### src/rtl/uart_rx_frame_monitor.sv
// Passive UART receive monitor: snoops APB config writes for line format/baud,
// decodes frames from the observed serial line and flags parity/framing errors.
module uart_rx_frame_monitor #(
  parameter        INST_NAME = "uart_mon",
  parameter int    ADDR_W    = 32
) (
  input  logic              pclk,
  input  logic              preset,
  input  logic              psel,
  input  logic              penable,
  input  logic              pwrite,
  input  logic [ADDR_W-1:0] paddr,
  input  logic [31:0]       pwdata,
  input  logic [3:0]        pstrb,
  input  logic              uart_net,
  output logic              frame_valid,
  output logic [7:0]        frame_data,
  output logic              parity_err,
  output logic              frame_err,
  output logic [15:0]       err_cnt
);

  typedef enum logic [2:0] {
    S_IDLE   = 3'd0,
    S_START  = 3'd1,
    S_DATA   = 3'd2,
    S_PARITY = 3'd3,
    S_STOP1  = 3'd4,
    S_STOP2  = 3'd5
  } state_t;

  state_t      r_state;
  state_t      w_state_nx;

  logic        r_sync1, r_sync2, r_line_d, r_brk_wait;
  logic        r_mdr_osm;
  logic [7:0]  r_dll, r_dlh;
  logic [4:0]  r_lcr;
  logic [15:0] r_div_max;
  logic        r_osr13, r_stop2, r_pen, r_eps;
  logic [1:0]  r_wls;
  logic [15:0] r_div_cnt;
  logic [3:0]  r_tick_cnt;
  logic [2:0]  r_bit_cnt;
  logic [7:0]  r_data;
  logic        r_perr, r_ferr;

  logic        w_cfg_wr, w_mdr_nx;
  logic [7:0]  w_dll_nx, w_dlh_nx;
  logic [4:0]  w_lcr_nx;
  logic [15:0] w_div_nx, w_div_max_nx;
  logic        w_start, w_tick, w_bit_tick, w_last_data, w_frame_end, w_ferr_final;
  logic [3:0]  w_tick_target;
  logic        w_unused;

  // Expected parity bit: odd parity when eps=0, even parity when eps=1
  function automatic logic f_exp_parity(input logic [7:0] d, input logic eps);
    return (^d) ^ ~eps;
  endfunction

  assign w_cfg_wr = psel & penable & pwrite & pstrb[0];
  assign w_mdr_nx = (w_cfg_wr && paddr[7:0] == 8'h00) ? pwdata[0]   : r_mdr_osm;
  assign w_dll_nx = (w_cfg_wr && paddr[7:0] == 8'h04) ? pwdata[7:0] : r_dll;
  assign w_dlh_nx = (w_cfg_wr && paddr[7:0] == 8'h08) ? pwdata[7:0] : r_dlh;
  assign w_lcr_nx = (w_cfg_wr && paddr[7:0] == 8'h0C) ? pwdata[4:0] : r_lcr;
  assign w_div_nx = {w_dlh_nx, w_dll_nx};
  assign w_div_max_nx = (w_div_nx == 16'd0) ? 16'd0 : (w_div_nx - 16'd1);

  // Start-bit midpoint comes OSR/2 ticks in; every later bit OSR ticks on
  assign w_tick_target = (r_state == S_START) ? (r_osr13 ? 4'd5 : 4'd7)
                                              : (r_osr13 ? 4'd12 : 4'd15);
  assign w_start      = (r_state == S_IDLE) && r_line_d && !r_sync2 && !r_brk_wait;
  assign w_tick       = (r_div_cnt == r_div_max);
  assign w_bit_tick   = w_tick && (r_tick_cnt == w_tick_target);
  assign w_last_data  = (r_bit_cnt == (3'd4 + {1'b0, r_wls}));
  assign w_ferr_final = (r_state == S_STOP1) ? ~r_sync2 : r_ferr;
  assign w_unused     = ^{paddr, pwdata[31:8], pstrb[3:1]};

  // FSM state register
  always_ff @(posedge pclk) begin
    if (preset) r_state <= S_IDLE;
    else        r_state <= w_state_nx;
  end

  // FSM next-state and end-of-frame decode
  always_comb begin
    w_state_nx  = r_state;
    w_frame_end = 1'b0;
    case (r_state)
      S_IDLE: begin
        if (w_start) w_state_nx = S_START;
        else         w_state_nx = S_IDLE;
      end
      S_START: begin
        if (w_bit_tick) w_state_nx = r_sync2 ? S_IDLE : S_DATA;
        else            w_state_nx = S_START;
      end
      S_DATA: begin
        if (w_bit_tick && w_last_data) w_state_nx = r_pen ? S_PARITY : S_STOP1;
        else                           w_state_nx = S_DATA;
      end
      S_PARITY: begin
        if (w_bit_tick) w_state_nx = S_STOP1;
        else            w_state_nx = S_PARITY;
      end
      S_STOP1: begin
        if (w_bit_tick) begin
          w_state_nx  = r_stop2 ? S_STOP2 : S_IDLE;
          w_frame_end = ~r_stop2;
        end else begin
          w_state_nx  = S_STOP1;
        end
      end
      S_STOP2: begin
        if (w_bit_tick) begin
          w_state_nx  = S_IDLE;
          w_frame_end = 1'b1;
        end else begin
          w_state_nx  = S_STOP2;
        end
      end
      default: w_state_nx = S_IDLE;
    endcase
  end

  // Line sync, config snoop, bit timing, shift register and frame outputs
  always_ff @(posedge pclk) begin
    if (preset) begin
      r_sync1 <= 1'b1;  r_sync2 <= 1'b1;  r_line_d <= 1'b1;  r_brk_wait <= 1'b0;
      r_mdr_osm <= 1'b0;  r_dll <= 8'h00;  r_dlh <= 8'h00;  r_lcr <= 5'h00;
      r_div_max <= 16'd0;  r_osr13 <= 1'b0;  r_wls <= 2'd0;
      r_stop2 <= 1'b0;  r_pen <= 1'b0;  r_eps <= 1'b0;
      r_div_cnt <= 16'd0;  r_tick_cnt <= 4'd0;  r_bit_cnt <= 3'd0;
      r_data <= 8'h00;  r_perr <= 1'b0;  r_ferr <= 1'b0;
      frame_valid <= 1'b0;  frame_data <= 8'h00;
      parity_err <= 1'b0;  frame_err <= 1'b0;  err_cnt <= 16'd0;
    end else begin
      r_sync1   <= uart_net;
      r_sync2   <= r_sync1;
      r_line_d  <= r_sync2;
      r_mdr_osm <= w_mdr_nx;
      r_dll     <= w_dll_nx;
      r_dlh     <= w_dlh_nx;
      r_lcr     <= w_lcr_nx;

      if (r_state == S_IDLE) begin
        r_div_cnt  <= 16'd0;
        r_tick_cnt <= 4'd0;
        if (w_start) begin
          r_div_max <= w_div_max_nx;
          r_osr13   <= w_mdr_nx;
          r_wls     <= w_lcr_nx[1:0];
          r_stop2   <= w_lcr_nx[2];
          r_pen     <= w_lcr_nx[3];
          r_eps     <= w_lcr_nx[4];
          r_bit_cnt <= 3'd0;
          r_data    <= 8'h00;
          r_perr    <= 1'b0;
          r_ferr    <= 1'b0;
        end
      end else begin
        r_div_cnt <= w_tick ? 16'd0 : (r_div_cnt + 16'd1);
        if (w_tick) r_tick_cnt <= w_bit_tick ? 4'd0 : (r_tick_cnt + 4'd1);
      end

      if (w_bit_tick) begin
        case (r_state)
          S_DATA: begin
            r_data[r_bit_cnt] <= r_sync2;
            r_bit_cnt         <= r_bit_cnt + 3'd1;
          end
          S_PARITY: r_perr <= (r_sync2 != f_exp_parity(r_data, r_eps));
          S_STOP1:  r_ferr <= ~r_sync2;
          default:  ;
        endcase
      end

      // Break: after a framing error, hold off new starts until the line idles high
      if (w_frame_end)  r_brk_wait <= w_ferr_final;
      else if (r_sync2) r_brk_wait <= 1'b0;

      frame_valid <= w_frame_end;
      if (w_frame_end) begin
        frame_data <= r_data;
        parity_err <= r_perr;
        frame_err  <= w_ferr_final;
      end

      if (frame_valid && (parity_err || frame_err) && (err_cnt != 16'hFFFF))
        err_cnt <= err_cnt + 16'd1;
    end
  end

endmodule

### config.mk
export PLATFORM = sky130hd
export DESIGN_NAME = uart_rx_frame_monitor
export DESIGN_NICKNAME = d
export VERILOG_FILES = /design/src/rtl/uart_rx_frame_monitor.sv
export SDC_FILE = /design/constraint.sdc
export NUM_CORES = 1
export LEC_CHECK = 0
export BUFFER_PORTS_ARGS = -buffer_cell sky130_fd_sc_hd__buf_4
export CAP_MARGIN = 10
export CORE_MARGIN = 2
export CORE_UTILIZATION = 33
export CTS_CLUSTER_DIAMETER = 200
export DETAILED_ROUTE_END_ITERATION = 7
export GPL_TIMING_DRIVEN = 0
export PLACE_DENSITY_LB_ADDON = 0.08
export SETUP_SLACK_MARGIN = 0.4
export SYNTH_ARGS = -nofsm -noshare
export SYNTH_HDL_FRONTEND = slang
export SYNTH_SLANG_ARGS = --single-unit
### constraint.sdc
create_clock -name pclk -period 4.2 [get_ports pclk]
set_clock_uncertainty 0.15 [all_clocks]
set_input_delay 1.26 -clock pclk [delete_from_list [all_inputs] [get_ports pclk]]
set_output_delay 1.26 -clock pclk [all_outputs]
set_load 0.02 [all_outputs]
Word-level counts from Yosys, hierarchy flattened
Cells that the tools add are included.
W data, S select, Z words.
{"block": "totals", "regBits": 111, "in_bits": 74, "output_inout_bits": 27, "elab_cells": 122}
{"block": "op_classes", "addsub": 6, "order_cmp": 2, "n_eq_ne": 13, "n_mux": 45, "bitwise_logic": 7, "n_reduce_logical": 23}
{"op": "$mux W8", "count": 7}
{"op": "$add A16 B1 Y16 const B", "count": 2}
{"op": "$mux W3", "count": 10}
{"op": "$pmux W3 S6", "count": 1}
{"op": "$eq A16 B16 Y1", "count": 1}
{"op": "$eq A8 B4 Y1 const B", "count": 2}
{"op": "$logic_not A16 Y1", "count": 1}
{"op": "$mux W1", "count": 16}
{"op": "$mux W16", "count": 1}
{"op": "$ne A16 B16 Y1 const B", "count": 1}
{"op": "$sub A16 B1 Y16 const B", "count": 1}
{"op": "$logic_and A1 B1 Y1", "count": 12}
{"op": "$bwmux W8", "count": 1}
{"op": "$eq A8 B3 Y1 const B", "count": 1}
{"op": "$logic_not A8 Y1", "count": 1}
{"op": "$mux W2", "count": 4}
{"op": "$mux W4", "count": 2}
{"op": "$reduce_xor A8 Y1", "count": 1}
{"op": "$eq A3 B2 Y1 const B", "count": 2}
{"op": "$eq A3 B3 Y1 const B", "count": 2}
{"op": "$mux W5", "count": 1}
{"op": "$add A4 B1 Y4 const B", "count": 1}
{"op": "$eq A4 B4 Y1", "count": 1}
{"op": "$lt A3 B4 Y1 const B", "count": 1}
{"op": "18 further kinds", "count": 23}

Depth between registers and ports, before layout
Gate-level depths: netlist of the first run.
{"block": "logic_depth", "ltp_word": 10, "depth_mapped": 13, "depth_no_buf": 10}

Least setup slack after synthesis of the first run
OpenSTA, ideal clock, no wires.
{"block": "synth_path", "path_type": "in2reg", "startpoint": "in paddr[1]", "endpoint": "reg r_div_max[12]", "setup_ps": 123, "arrival_ps": 3933, "required_time_ps": 3927, "slack_ps": -6, "cell_stages": 12, "n_path_buf": 2, "path_cell_list": "nor4_2 -> nand4_1 -> clkbuf_1 -> mux2i_1 -> ha_1 -> clkbuf_1 -> nand3_1 -> mux2i_1 -> o21ai_0 -> o21bai_1 -> xnor2_1 -> o21ai_0"}
{"block": "synth_via", "elab_chain_cells": 5, "elab_cells_between_ends": 9, "classes_between": "1 x add/sub; 2 x eq/ne; 3 x mux; 3 x reduce/logical"}
{"item": "from (decl)", "line_no": "12", "rtl": "input logic [ADDR_W-1:0] paddr,"}
{"item": "$eq A8 B3 Y1 or $eq A8 B4 Y1 (tied branches)", "line_no": "63, 64"}
{"item": "$logic_and A1 B1 Y1 (on tied branches)", "line_no": "63, 64"}
{"item": "$mux W8 (on tied branches)", "line_no": "63, 64"}
{"item": "$sub A16 B1 Y16 or $logic_not A16 Y1 (tied branches)", "line_no": "67", "rtl": "assign w_div_max_nx = (w_div_nx == 16'd0) ? 16'd0 : (w_div_nx - 16'd1);"}
{"item": "$mux W16 (*)", "line_no": "67"}
{"item": "to (signal assigned)", "line_no": "150", "rtl": "r_div_max <= w_div_max_nx;"}
{"item": "to (decl)", "line_no": "39", "rtl": "logic [15:0] r_div_max;"}
Every way passes the cells marked *; elsewhere a longest branch is shown, timed or not.
A chain may end at the register's enable or synchronous reset.

Worst setup path after layout of the first run
{"block": "layout_path", "startpoint": "in paddr[4]", "endpoint": "reg r_div_max[12]"}
The elaborated chain is that of the path after synthesis.

==> results.yml, run 1 <==
timing:
  finalCritPeriodShare_pct: 87.4
  layout_min_cycle_time_ps: 3670
  worst_pin_slew_ps: 650
  hold_violations: 0
  setup_viol: 0
  slew_headroom_pct: 56.6
  fmax_mhz: 272
  finalMaxSlewViolations: 0
  rsz0062_at_grt: "no"
pwr:
  share_comb_of_total_power_pct: 4.4
  p_leak_nw: 2.30
  p_int_mw: 1.57
  clockPowerShare_pct: 43.3
  p_per_area_mw_per_mm2: 323
  switchingPower_mw: 0.457
  swShare_pct: 22.5
  ir_drop_uv: 187
  seqPwrFrac_pct: 52.3
die:
  initial_core_util_pct: 33.5
  die-area_mm2: 0.0170
  core_area_mm2: 0.0158
  floorplan.die.height_um: 131
  ios: 101
  rows: 46
  die_w_um: 131
synth:
  synth_area_leader_cell: "dfxtp_1"
  syn_avg_cell_area_um2: 8.43
  netlist_instances: 627
  seq_area_frac_synth_pct: 42.1
  yosys_warnings: 0
  synth_edf_count: 0
  syn_area_mm2: 0.00528
  ys_top_cells_by_count: "dfxtp_1, nor2_1, nand2_1, xnor2_1, a21oi_1"
  yosysUniqueCellTypes: 51
  synth_async_sr_flop_share_pct: 0
  synth_nets: 706
  yosysMostFrequentCell: "dfxtp_1"
  yosys.area.top_type_share_pct: 42.1
  ys_ff_latch: 111
  synth_area_leaders: "dfxtp_1, xnor2_1, nor2_1"
  ys.flop_type: "dfxtp_1"
grt:
  grt-ovfl-total: 0
  antenna_found_initial: 0
  grt_pass1_vias: 4387
  track_usage_pct: 16.7
  grt_pass1_wl_um: 22400
  grt_max_degree: 18
placed_design:
  place_area_mm2: 0.00592
  gp_congestion: 0.809
  hpwl_um: 9830
  dp_cells: 888
  io_buffer_count: 45
layout:
  drive_gt1_share_pct: 13.0
  areaGrowthSynthToFinish_pct: 19.0
  antennaDiodeCount: 0
  fin_cells: 909
  nets: 767
  design_area_mm2: 0.00629
setup_path:
  critPathKind: "primary input to flop"
  cp.required_ps: 4290
  worst_ep_arrival_time_ps: 3760
  path_max_fanout: 10
  worst_setup_path_end_kind: "flop"
  reg2reg_slack_ps: 1370
  start_kind: "primary input"
worst_hold_path:
  min_path_type: "flop to flop"
clocking:
  cts-root-buf: "clkbuf_16"
  clkTransAtPathRegs_ps: 70
  cts_buffer_depth: 2
  insertion_delay_ps: 360
  cts.htree.levels: 3
  cts_inserted_buffers: 9
  cts_tree: "built"
  clock_sinks: 111
  cts_hold_buf: 0
detailed_routing:
  via_per_inst: 4.99
  drt-total-wl_um: 13400
  ant_nets: 0
  dr_total_vias: 4532
  post-route-drc-count: 0
  first_pass_iters: 5
  drt-initial-drc-count: 261
  wl_per_cell_um: 14.8
job:
  max-cap-violations: 0
outcome:
  status: "complete, no violations"
## area by class of cell
cell class                 count  area (µm²)
buffer                        33         150
clock buffer                  12         246
clock inverter                 4        55.1
fill                        1662        9480
inverter                      10        37.5
multi-input combinational    473        2930
sequential                   111        2220
tap                          216         270
timing repair buffer          50         375
## metrics by stage
| step | TNS (ps) | total power, mW | hold slack [ps] | util [%] | setup WS, ps |
|---|---|---|---|---|---|
| detailed placement | -6300 | 1.18 | 246 | 37.5 | -451 |
| floorplan | 0 | 1.14 | 239 | - | 333 |
| global route | 0 | 2.11 | 280 | 39.9 | 429 |
| finish | 0 | 2.03 | 262 | 39.9 | 528 |
| CTS | 0 | 2.06 | 266 | 39.6 | 443 |
| global placement | -6300 | 1.18 | 245 | 37.5 | -438 |
## layout by cell type (no fill, tap or decap), types with 10 or more instances in the layout
master    synthesis  layout
dfxtp_1         111     111
nand3_1          32      31
xor2_1           20      20
xnor2_1          45      45
nand4_1          15      15
clkbuf_1         28      27
inv_1            10      10
nor3_1           14      14
buf_4             0      51
o21ai_0          24      23
a21oi_1          33      33
mux2i_1          32      30
or3_1            12      12
nor2_1           86      86
nand2_1          70      69
## power by group through the flow
stage                     registers (mW)  clock network (mW)  logic, mW
after floorplan                     1.09                   0     0.0503
after global placement              1.09                   0     0.0894
after detailed placement            1.09                   0     0.0898
after CTS                           1.06               0.908     0.0901
after global routing                1.06               0.946     0.0999
final                               1.06               0.877     0.0893
## sequential cells by signal, summed over array words and instances (netlist names), 2 cells and up
name	cells
r_dlh	8
r_div_cnt	16
r_lcr	5
r_tick_cnt	4
r_dll	8
frame_data	8
r_wls	2
r_bit_cnt	3
r_div_max	16
r_data	8
err_cnt	16
r_state	3
## cell families after synthesis
group                      Yosys count  share of synthesized area (%)
muxes                               33                           6.28
buffers and inverters               43                           3.27
AOI/OAI and AO/OA                   92                           10.5
xor gates and xnor gates            65                           10.8
DFF                                111                           42.1
adders and majority gates            5                           1.18
and+or+nand+nor                    278                           25.9
## final timing paths
| path | start | end | cells after the start |
|---|---|---|---|
| worst max-delay path | paddr[4] | r_div_max[12] | 14 |
| worst min-delay path | r_sync1 | r_sync2 | 1 |
| worst max register to register | r_div_cnt[3] | frame_err | 9 |
| worst min register to register | r_sync1 | r_sync2 | 1 |
## critical path, stage by stage
cell and delay, ps:
buf_4 120, nor4_4 350, nand4_1 130, buf_4 180
clkbuf_8 170, mux2i_2 210, ha_1 180, buf_4 150
nand3_1 120, mux2i_4 280, o21ai_2 100, o21bai_1 170
xnor2_1 230, o21ai_0 100
## timing repair
item                                    in CTS  in global routing
buffers inserted                             3                  2
endpoints found under the setup margin      16                  9
hold endpoints to repair                     0                  0
pin swaps                                    1                  2
gates resized for setup                      2                  8
## metal layers
layer	track usage, %	wire length, µm
met5	0	0
met4	5.88	175
met3	2.89	417
met2	26.0	6000
met1	23.4	6820
(Power assumes the default switching activity.)
==> inputs of run 2 (changes only) <==
CORE_ASPECT_RATIO = 2   (was unset)
clock period = 3.5 ns   (was 4.2 ns; I/O delays follow)
==> results.yml, run 2 (same netlist as run 1, synthesis figures left out) <==
outcome:
  status: "complete, no violations"
layout:
  utilization_pct: 42.4
  mostFrequentLayoutCells: "dfxtp_1, nor2_1, nand2_1, buf_4, xnor2_1"
  areaGrowthSynthToFinish_pct: 25.9
  design_area_mm2: 0.00665
  nets: 785
  antennaDiodeCount: 0
  largestRegisters: "err_cnt (16), r_div_cnt (16), r_div_max (16)"
  drive_gt1_share_pct: 18.8
  final_common_cell: "dfxtp_1"
timing:
  worst_pin_slew_ps: 754
  setup_viol: 0
  fmax_mhz: 309
  layout_min_cycle_time_ps: 3240
  hold_violations: 0
  slew_headroom_pct: 49.2
  finalCritPeriodShare_pct: 92.5
  finalMaxSlewViolations: 0
  fin_setup_tns_ps: 0
  rsz0062_at_grt: "yes"
  setup_ws_ps: 261
clocking:
  cts_hold_buf: 0
  cts_buffer_depth: 2
  insertion_delay_ps: 360
  clock_sinks: 111
  cts-root-buf: "clkbuf_16"
  cts_tree: "built"
  clkTransAtPathRegs_ps: 80
  cts.htree.levels: 3
  cts_inserted_buffers: 9
pwr:
  p_per_area_mw_per_mm2: 380
  ir_drop_uv: 234
  p_leak_nw: 2.46
setup_path:
  start_kind: "primary input"
  critPathKind: "primary input to flop"
  r2r_cells: 8
  path_max_fanout: 4
  worst_ep_arrival_time_ps: 3390
  cp.required_ps: 3650
  worst_setup_path_end_kind: "flop"
worst_hold_path:
  min_path_type: "flop to flop"
  holdPathStages: 1
die:
  ios: 101
  die_w_um: 93.5
  initial_core_util_pct: 33.7
  die-area_mm2: 0.0171
  floorplan.die.height_um: 183
  core_area_mm2: 0.0157
  rows: 65
placed_design:
  post-place-ws_ps: -877
  hpwl_um: 11300
  gp_congestion: 0.811
  place_area_mm2: 0.00593
  io_buffer_count: 45
detailed_routing:
  ant_nets: 0
  dr_total_vias: 4722
  drt-initial-drc-count: 154
  via_per_inst: 5.18
  post-route-drc-count: 0
  drt-total-wl_um: 15300
  first_pass_iters: 4
  wl_per_cell_um: 16.8
grt:
  grt_pass1_wl_um: 24600
  grt_pass1_vias: 4856
  grt_max_degree: 19
  grt-ovfl-total: 0
  antenna_found_initial: 0
  track_usage_pct: 18.6
job:
  max-cap-violations: 0
==> run 2: area by class of cell <==
class | instances | area [µm²]
multi-input cells | 474 | 3130
plain buffers | 33 | 161
inverters | 10 | 37.5
fillers | 1611 | 9040
clock inverters | 6 | 93.8
well taps | 201 | 251
repair buffers | 67 | 526
clock buffers | 10 | 229
flip-flops and latches | 111 | 2220
==> run 2: report_power, final <==
part           leakage, nW  internal (mW)  total (mW)  switching [mW]
clock                0.159          0.635        1.13           0.494
combinational         1.40         0.0448       0.121          0.0758
sequential           0.895           1.27        1.28         0.00708
total                 2.46           1.95        2.52           0.577
==> run 2: what timing repair did <==
item                                    4_1_cts  5_1_grt
endpoints found under the setup margin       16       22
gates cloned                                  0        1
buffers inserted                             13        9
pin swaps                                     5       15
gates resized for setup                      24       23
==> run 2: worst paths after layout <==
check        startpoint           end  slack, ps
min reg2reg     r_sync1       r_sync2        260
min             r_sync1       r_sync2        260
max reg2reg     r_osr13     r_data[0]        830
max            paddr[4]  r_div_max[8]        260
==> run 2: layer usage <==
| metal | vias up | share of wire (%) | global-route usage [%] |
|---|---|---|---|
| li1 | 2339 | - | - |
| met1 | 2265 | 37 | 18.9 |
| met2 | 82 | 56 | 35.5 |
| met3 | 36 | 2.2 | 2.42 |
| met4 | 0 | 4.6 | 10.5 |
| met5 | - | 0 | 0 |
==> run 2: worst max-delay path: stages <==
cell and delay, ps:
buf_6 90, nor4_4 280, nand4_1 200, clkbuf_8 200, mux2i_4 180, ha_2 210
buf_8 120, nand3_4 70, mux2i_4 240, buf_4 180, buf_6 90, buf_4 100
xnor2_2 120, nand3_1 110, a21oi_2 140
==> run 2: per-stage QoR <==
step | instances | hold WS, ps | power, mW
4_1_cts | 902 | 264 | 2.56
6_report | 912 | 260 | 2.52
5_1_grt | 912 | 277 | 2.63
2_1_floorplan | 627 | 239 | 1.36
3_5_place_dp | 873 | 245 | 1.42
3_3_place_gp | 873 | 247 | 1.41
